[src/rtl/led_scan_sequencer.sv]
// led_scan_sequencer
//   Round-robin scheduler that time-shares a single 3-to-8 active-low LED
//   decoder among 8 requesting channels. One channel is granted at a time and
//   held for DWELL cycles. When the slot ends, the next pending requester is
//   granted on the same edge, so there is no idle gap between slots.
//
// Ports
//   clk        system clock, all logic on the rising edge
//   rst        synchronous reset, active low
//   req[7:0]   per-channel request, level-sensitive
//   pause      freezes the dwell countdown and blocks new grants while high
//   switch[2:0]  decoder channel select (index of the granted channel)
//   enable[2:0]  decoder enable: 3'd4 while a grant is active, 3'd0 otherwise
//   grant[7:0] one-hot granted channel, zero when idle
//   busy       high while a grant is active
//   slot_done  one-cycle pulse on the cycle after a slot completes
//
// All outputs are registered.

module led_scan_sequencer #(
    parameter int DWELL = 4  // cycles each grant is held, 1..255
) (
    input  logic       clk,
    input  logic       rst,
    input  logic [7:0] req,
    input  logic       pause,
    output logic [2:0] switch,
    output logic [2:0] enable,
    output logic [7:0] grant,
    output logic       busy,
    output logic       slot_done
);

    typedef enum logic {
        IDLE = 1'b0,
        HOLD = 1'b1
    } state_t;

    localparam logic [7:0] DWELL_LOAD = 8'(DWELL - 1);
    localparam logic [2:0] EN_ON      = 3'd4;
    localparam logic [2:0] EN_OFF     = 3'd0;

    state_t     state, state_n;
    logic [2:0] ptr, ptr_n;
    logic [7:0] cnt, cnt_n;
    logic [2:0] idx_n;
    logic       done_n;

    logic [2:0] switch_n;
    logic [2:0] enable_n;
    logic [7:0] grant_n;
    logic       busy_n;

    // Round-robin pick: first set bit of r scanning upward from base, mod 8.
    // Returns {found, index}. The loop runs from the farthest offset down so
    // the nearest requester is the last (winning) assignment.
    function automatic logic [3:0] rr_pick(input logic [7:0] r, input logic [2:0] base);
        logic [3:0] res;
        logic [2:0] pos;
        res = 4'b0;
        for (int i = 7; i >= 0; i--) begin
            pos = base + 3'(i);
            if (r[pos]) res = {1'b1, pos};
        end
        return res;
    endfunction

    // ------------------------------------------------------------------
    // State and output registers
    // ------------------------------------------------------------------
    // NOTE: sequential state uses non-blocking assignments so every register
    // samples the pre-edge values; the comb blocks below use blocking ones.
    always_ff @(posedge clk) begin
        if (!rst) begin
            state     <= IDLE;
            ptr       <= 3'd0;
            cnt       <= 8'd0;
            switch    <= 3'd0;
            enable    <= EN_OFF;
            grant     <= 8'd0;
            busy      <= 1'b0;
            slot_done <= 1'b0;
        end else begin
            state     <= state_n;
            ptr       <= ptr_n;
            cnt       <= cnt_n;
            switch    <= switch_n;
            enable    <= enable_n;
            grant     <= grant_n;
            busy      <= busy_n;
            slot_done <= done_n;
        end
    end

    // ------------------------------------------------------------------
    // Next-state logic
    // ------------------------------------------------------------------
    // NOTE: every variable gets a default first so no path leaves one
    // unassigned, which would otherwise infer a latch.
    always_comb begin
        logic [3:0] pick;
        state_n = state;
        ptr_n   = ptr;
        cnt_n   = cnt;
        idx_n   = switch;   // switch keeps its last value when idle
        done_n  = 1'b0;
        pick    = 4'b0;

        unique case (state)
            IDLE: begin
                if (!pause && req != 8'd0) begin
                    pick    = rr_pick(req, ptr);
                    idx_n   = pick[2:0];
                    cnt_n   = DWELL_LOAD;
                    state_n = HOLD;
                end
            end

            HOLD: begin
                if (!pause) begin
                    if (cnt != 8'd0) begin
                        cnt_n = cnt - 8'd1;
                    end else begin
                        // Slot ends: advance past the current channel and
                        // re-arbitrate at the same edge. The current channel
                        // is still eligible (it is the last one scanned).
                        done_n = 1'b1;
                        ptr_n  = switch + 3'd1;
                        pick   = rr_pick(req, switch + 3'd1);
                        if (pick[3]) begin
                            idx_n = pick[2:0];
                            cnt_n = DWELL_LOAD;
                        end else begin
                            state_n = IDLE;
                        end
                    end
                end
            end

            default: state_n = IDLE;
        endcase
    end

    // ------------------------------------------------------------------
    // Output decode (next values, registered above)
    // ------------------------------------------------------------------
    always_comb begin
        switch_n = idx_n;
        enable_n = EN_OFF;
        grant_n  = 8'd0;
        busy_n   = 1'b0;
        if (state_n == HOLD) begin
            enable_n = EN_ON;
            grant_n  = 8'd1 << idx_n;
            busy_n   = 1'b1;
        end
    end

endmodule

[config.mk]
export PLATFORM = sky130hd
export DESIGN_NAME = led_scan_sequencer
export DESIGN_NICKNAME = d
export VERILOG_FILES = /design/src/rtl/led_scan_sequencer.sv
export SDC_FILE = /design/constraint.sdc
export NUM_CORES = 1
export LEC_CHECK = 0
export ABC_CLOCK_PERIOD_IN_PS = 6550
export BUFFER_PORTS_ARGS = -buffer_cell sky130_fd_sc_hd__buf_2
export CORE_UTILIZATION = 61
export DETAILED_ROUTE_END_ITERATION = 8
export PLACE_DENSITY = 0.86
export SETUP_SLACK_MARGIN = 0.4
export SYNTH_ARGS = -nofsm -noshare
export SYNTH_HDL_FRONTEND = slang
export SYNTH_SLANG_ARGS = --single-unit
export TNS_END_PERCENT = 10
[constraint.sdc]
create_clock -name clk -period 6.55 [get_ports clk]
set_input_delay 1.31 -clock clk [delete_from_list [all_inputs] [get_ports clk]]
set_output_delay 1.31 -clock clk [all_outputs]
set_load 0.005 [all_outputs]
---- Word-level counts from Yosys, hierarchy flattened ----
Cells that the tools add are included.
Widths: inputs -> output; s select.
storage, ports and cells
  register bits ........................... 28
  output and inout port bits .............. 16
  logic and storage cells ................. 125
operators by class
  add/sub/neg operators ................... 16
  magnitude comparators ................... 16
  equality and inequality tests ........... 3
  shifts and indexed selects .............. 1
  multiplexer cells ....................... 69
  bitwise operators ....................... 4
  reduce and logical (&&, ||, !) cells .... 8
operators by type and width
  kind                 count
  $lt 3x4->1 const B   16
  $bmux 1 s3           16
  $mux 4               11
  $mux 3               13
  $mux 8               4
  $add 3x3->3 const B  8
  $mux 1               22
  $pmux 8 s2           1
  $reduce_bool 8->1    2
  $add 3x2->3 const B  4
  $add 3x1->3 const B  3
  $shl 1x3->8 const A  1
  $sub 8x1->8 const B  1
  $pmux 3 s2           1
  $reduce_and 3->1     2
  $ne 2x2->1 const B   2
  $not 1->1            4
  $ne 3x1->1 const B   1
  $reduce_or 3->1      1
  $pmux 1 s2           1
  $reduce_and 2->1     1
  $logic_and 1x1->1    1
  $logic_not 1->1      1

---- Depth between registers and ports, before layout ----
  depth after elaboration ................. 20
  gate-level depth with buffers ........... 15
  mapped depth without buffers ............ 10

---- Worst setup path after synthesis ----
Ideal clock, no wire load.
  path kind ............................... reg-to-reg
  start ................................... reg switch[0]
  end ..................................... reg grant[2]
  data arrival time ....................... 3,525 ps
  path slack .............................. 2,909 ps
  cell stages (with the launch flop) ...... 14
  buffers on the path ..................... 3
  period minus slack after synthesis ...... 3,641 ps
  path through ............................ dfxtp_1 buf_6 clkbuf_1 inv_1 ha_1 buf_2 mux4_2 or4_4 nor2_4 or2_2 and4b_1 a22oi_4 nand2b_4 and3b_1
on the way
  cells in the longest elaborated chain, start to end .. 20
  elaborated cells on any way between the ends .. 46
RTL lines
  item                                             line  text
  start, declared                                  27    output logic [2:0] switch,
  start signal, assigned                           87    switch <= switch_n;
  $add 3x1->3                                      129   pick = rr_pick(req, switch + 3'd1);
  $add 3x3->3                                      62    pos = base + 3'(i);
  $bmux 1 s3                                       63    if (r[pos]) res = {1'b1, pos};
  $mux 1 (not written as such)                     63
  $mux 4 (8 in a row)                              63
  $mux 4                                           121   if (cnt != 8'd0) begin
  $mux 4                                           120   if (!pause) begin
  $mux 4                                           109   unique case (state)
  $mux 3 or $mux 1 (tied branches)                 130   if (pick[3]) begin
  $mux 3 or $mux 1 (tied branches)                 121
  $mux 3 or $mux 1 (tied branches)                 120
  $pmux 3 s2 or $pmux 1 s2 (tied branches)         109
  $shl 1x3->8 or $reduce_and 2->1 (tied branches)  n/a
  end signal, assigned                             89    grant <= grant_n;
  end, declared                                    29    output logic [7:0] grant,
Several ways; a longest one is shown, not always the timed one. The select of a mux whose other input is x is not followed.
A chain may end at the register's enable or synchronous reset.

---- Worst setup path after layout ----
Ends and elaborated chain as after synthesis.

==> run summary <==
• **Cell variety after synth** 70
• **Antenna Nets Post-Route** 0
• **Syn Inst Count** 301
• **launch point of the worst path** switch[0]
• **top cells by area, synth** dfxtp_1 (18%), mux4_2 (16%), mux2i_1 (6.6%)
• **Combinational Power Share** 0.520
• **worst slew margin relative to its limit** 0.369
• **Die Footprint** 4750 um^2
• **Routed met2 length** 2.94 mm
• **residual overflow from global routing** 0
• **Worst Path Arrival** 4.80 ns
• **Die X-Extent** 68.9 um
• **final number of hold-violating endpoints** 0
• **Worst Slack Setup Final** 1.91 ns
• **switching power as a share of total power** 0.389
• **Leakage Power** 1.09 nW
• **Final min period** 4.64 ns
• **number of buffers on the longest clock path** 2
• **primary flip-flop cell chosen by synthesis mapping** dfxtp_1
• **H-tree depth** 1
• **unrepaired setup endpoints after global routing** no
• **sequential share of power** 0.280
• **class of the most critical hold timing path** reg -> reg
• **Synth top cells by count** nor2_1 (32), dfxtp_1 (24), mux4_2 (20)
• **cell area after synthesis** 2730 um^2
• **max-cap viol count** 0
• **Internal Power** 393 uW
• **reg2reg setup slack** 1.91 ns
• **worst r2r dst** grant[2]
• **worst hold margin** 0.527 ns
• **count of inserted antenna diode cells** 0
• **synth-to-layout area growth** 4.72%
• **number of DRC violations after detailed-routing iteration 0** 218
• **Cell Chain, Critical Path** inv_1 -> ha_1 -> mux4_2 -> or4_4 -> nor2_4 -> or2_2 -> and4b_1 -> a22oi_4 -> nand2b_4 -> and3b_1
• **launching point of the worst reg2reg path** switch[0]
• **worst hold endpoint** cnt[1]
• **final cell utilization of the core** 0.690
• **proportion of register bits with asynchronous set or reset after synthesis** 0
• **number of global-route vias before repair** 2104
• **I/O Pins** 27
• **library cell with the largest summed area after synthesis** dfxtp_1
• **initial core utilization** 0.659
• **initial antenna violation count** 0
• **Setup Total Neg Slack** 0 ns
• **cell with the largest stage delay on the worst path** ha_1
• **standard-cell rows** 23
• **TritonCTS clock tree** yes
• **routed metal-1 wire length** 2.88 mm
• **layout cell share with drive strength beyond 1** 0.248
• **start point of the worst hold path** cnt[1]
• **setup violation total in the final timing report** 0
• **Area after DPL** 2790 um^2
• **nature of the critical path startpoint** flip-flop
• **cells on worst reg2reg path** 10
• **part of the power in the clock network** 0.200
• **clock root buffer** clkbuf_8
• **routed wire length per instance** 17.6 um
• **synthesis warning total** 0
• **clock latency reported for the late side of the worst-skew pair** 0.27 ns
• **number of buffers added for setup after CTS** 0
• **share of the yosys chip area belonging to registers** 0.176
• **number of synthesized register bits** 24
• **average cell area after synthesis** 9.07 um^2
• **Avg Vias per Cell** 6.65
• **PD cells** 225 nW/um^2
• **quantity of gates resized following cts** 0
• **post-detailed-placement half-perimeter wirelength** 4.42 mm
• **Hold Path Stages** 2
• **sum of met3 wire segment lengths after detailed routing** 322 um
• **Tcrit/Tclk final** 0.708
• **category of the worst setup path capture point** flip-flop
• **number of buffers inserted during clock tree synthesis** 3
• **Worst Path Class, Setup** reg -> reg
• **final instance area** 2860 um^2
• **achievable frequency** 216 MHz
• **worst setup skew after layout** 0.00485 ns
• **die span in y** 68.9 um
• **count of input and output buffers** 24
• **number of enable-type register cells in the synthesized netlist** 0
• **Overall Global Routing Usage** 0.279
• **actual slew at the worst max-slew pin** 0.946 ns
• **fraction of post-synthesis cell area in the top cell type by area** 0.176
• **slowest cell delay on critical path** 1.01 ns
• **critical path peak fanout** 26
• **Via Count** 2349
• **number of hold-repair buffers added at the cts stage** 0
• **core region area** 4140 um^2
• **run status** finished, final reports clean
• **final-report max-slew violation count** 0
• **Remaining DRCs** 0
• **most frequently used cell type in the post-synthesis netlist** nor2_1
• **worst-case setup slack after placement** 1.97 ns
• **reported net switching power** 250 uW
• **worst ir drop on vdd** 0.165 mV
• **detailed-routing iteration count for the pre-antenna-repair pass** 4
• **maximum number of pins on one net before global-route repair** 27
• **Worst Path Required** 6.72 ns
• **final estimated routing congestion in global placement** 0.934
• **highest metal layer with signal wires** met4
• **first-pass GRT wire length** 9.96 mm
• **total clock sinks** 24
• **Post-Route WL** 6.23 mm
• **Worst-path clk slew** 0.09 ns
• **Net count, final** 320
how the worst max path moves through the flow:
stage / to / slack (ns) / cells after the start
finish: grant[2] / 1.91 / 10
global route: grant[3] / 1.63 / 10
CTS: grant[2] / 1.97 / 10
detailed placement: grant[2] / 1.97 / 10
global placement: grant[2] / 2.16 / 10
floorplan: grant[2] / 2.91 / 13
logic make-up (layout without fill, tap and decap cells):
logic type	Yosys count	after routing	synth area share
and+or+nand+nor	98	98	0.206
DFF	24	24	0.176
muxes	46	46	0.264
AOI/OAI and AO/OA	73	73	0.202
buffers and inverters	39	40	0.0637
other	1	2	0.00137
adders and majority gates	5	5	0.0229
xor gates and xnor gates	15	15	0.0637
per-layer routing:
| metal | up-vias | GRT usage |
|---|---|---|
| li1 | 1149 | - |
| met1 | 1121 | 0.385 |
| met2 | 71 | 0.458 |
| met5 | - | 0 |
| met3 | 8 | 0.0362 |
| met4 | 0 | 0.0740 |
critical path: cells and delay by family, from the launching register on:
family	cells	cell delay, ns
flip-flops	1	0.87
AND/OR/NAND/NOR	6	1.50
buffers and inverters	1	0.31
adder cells (fa/ha/maj)	1	1.01
multiplexers	1	0.65
AO/OA/AOI/OAI	1	0.19
cell usage in the layout, fill, tap and decap left out, types with 3 or more instances in the layout:
cell type,count
a21o_1,3
a21oi_1,15
a221oi_1,4
a22oi_1,3
a311oi_1,4
a31oi_1,3
and3b_1,3
buf_2,24
clkbuf_8,3
dfxtp_1,24
ha_1,5
inv_1,11
mux2_2,8
mux2i_1,18
mux4_2,20
nand2_1,12
nand3_1,9
nor2_1,32
nor2b_1,6
nor3_1,8
nor3b_1,3
o211ai_1,6
o21ai_0,7
or3_1,3
or4_4,3
xnor2_1,5
xor2_1,7
layout make-up:
cell class,count,area (um^2)
multi-input cells,239,2080
well taps,50,62.6
clock buffers,3,41.3
repair buffers,24,120
inverters,12,45.0
flip-flops and latches,24,480
fillers,331,1280
clock inverters,1,30.0
power by group through the flow:
stage	clock network, mW	registers, mW	logic, mW
after floorplan	0	0.168	0.283
after CTS	0.129	0.179	0.328
final	0.129	0.180	0.334
after detailed placement	0	0.182	0.326
after global placement	0	0.182	0.318
after global routing	0.136	0.182	0.364
state kept, by name, indices dropped and copies added (netlist names):
signal / cells
enable: 1
cnt: 8
ptr: 3
slot_done: 1
grant: 8
switch: 3
metrics by stage:
step / instances / total power [mW]
6_report: 353 / 0.642
5_1_grt: 353 / 0.682
4_1_cts: 353 / 0.636
3_5_place_dp: 349 / 0.509
3_3_place_gp: 349 / 0.500
2_1_floorplan: 302 / 0.451
No activity file was read; power rests on OpenSTA's default activity.
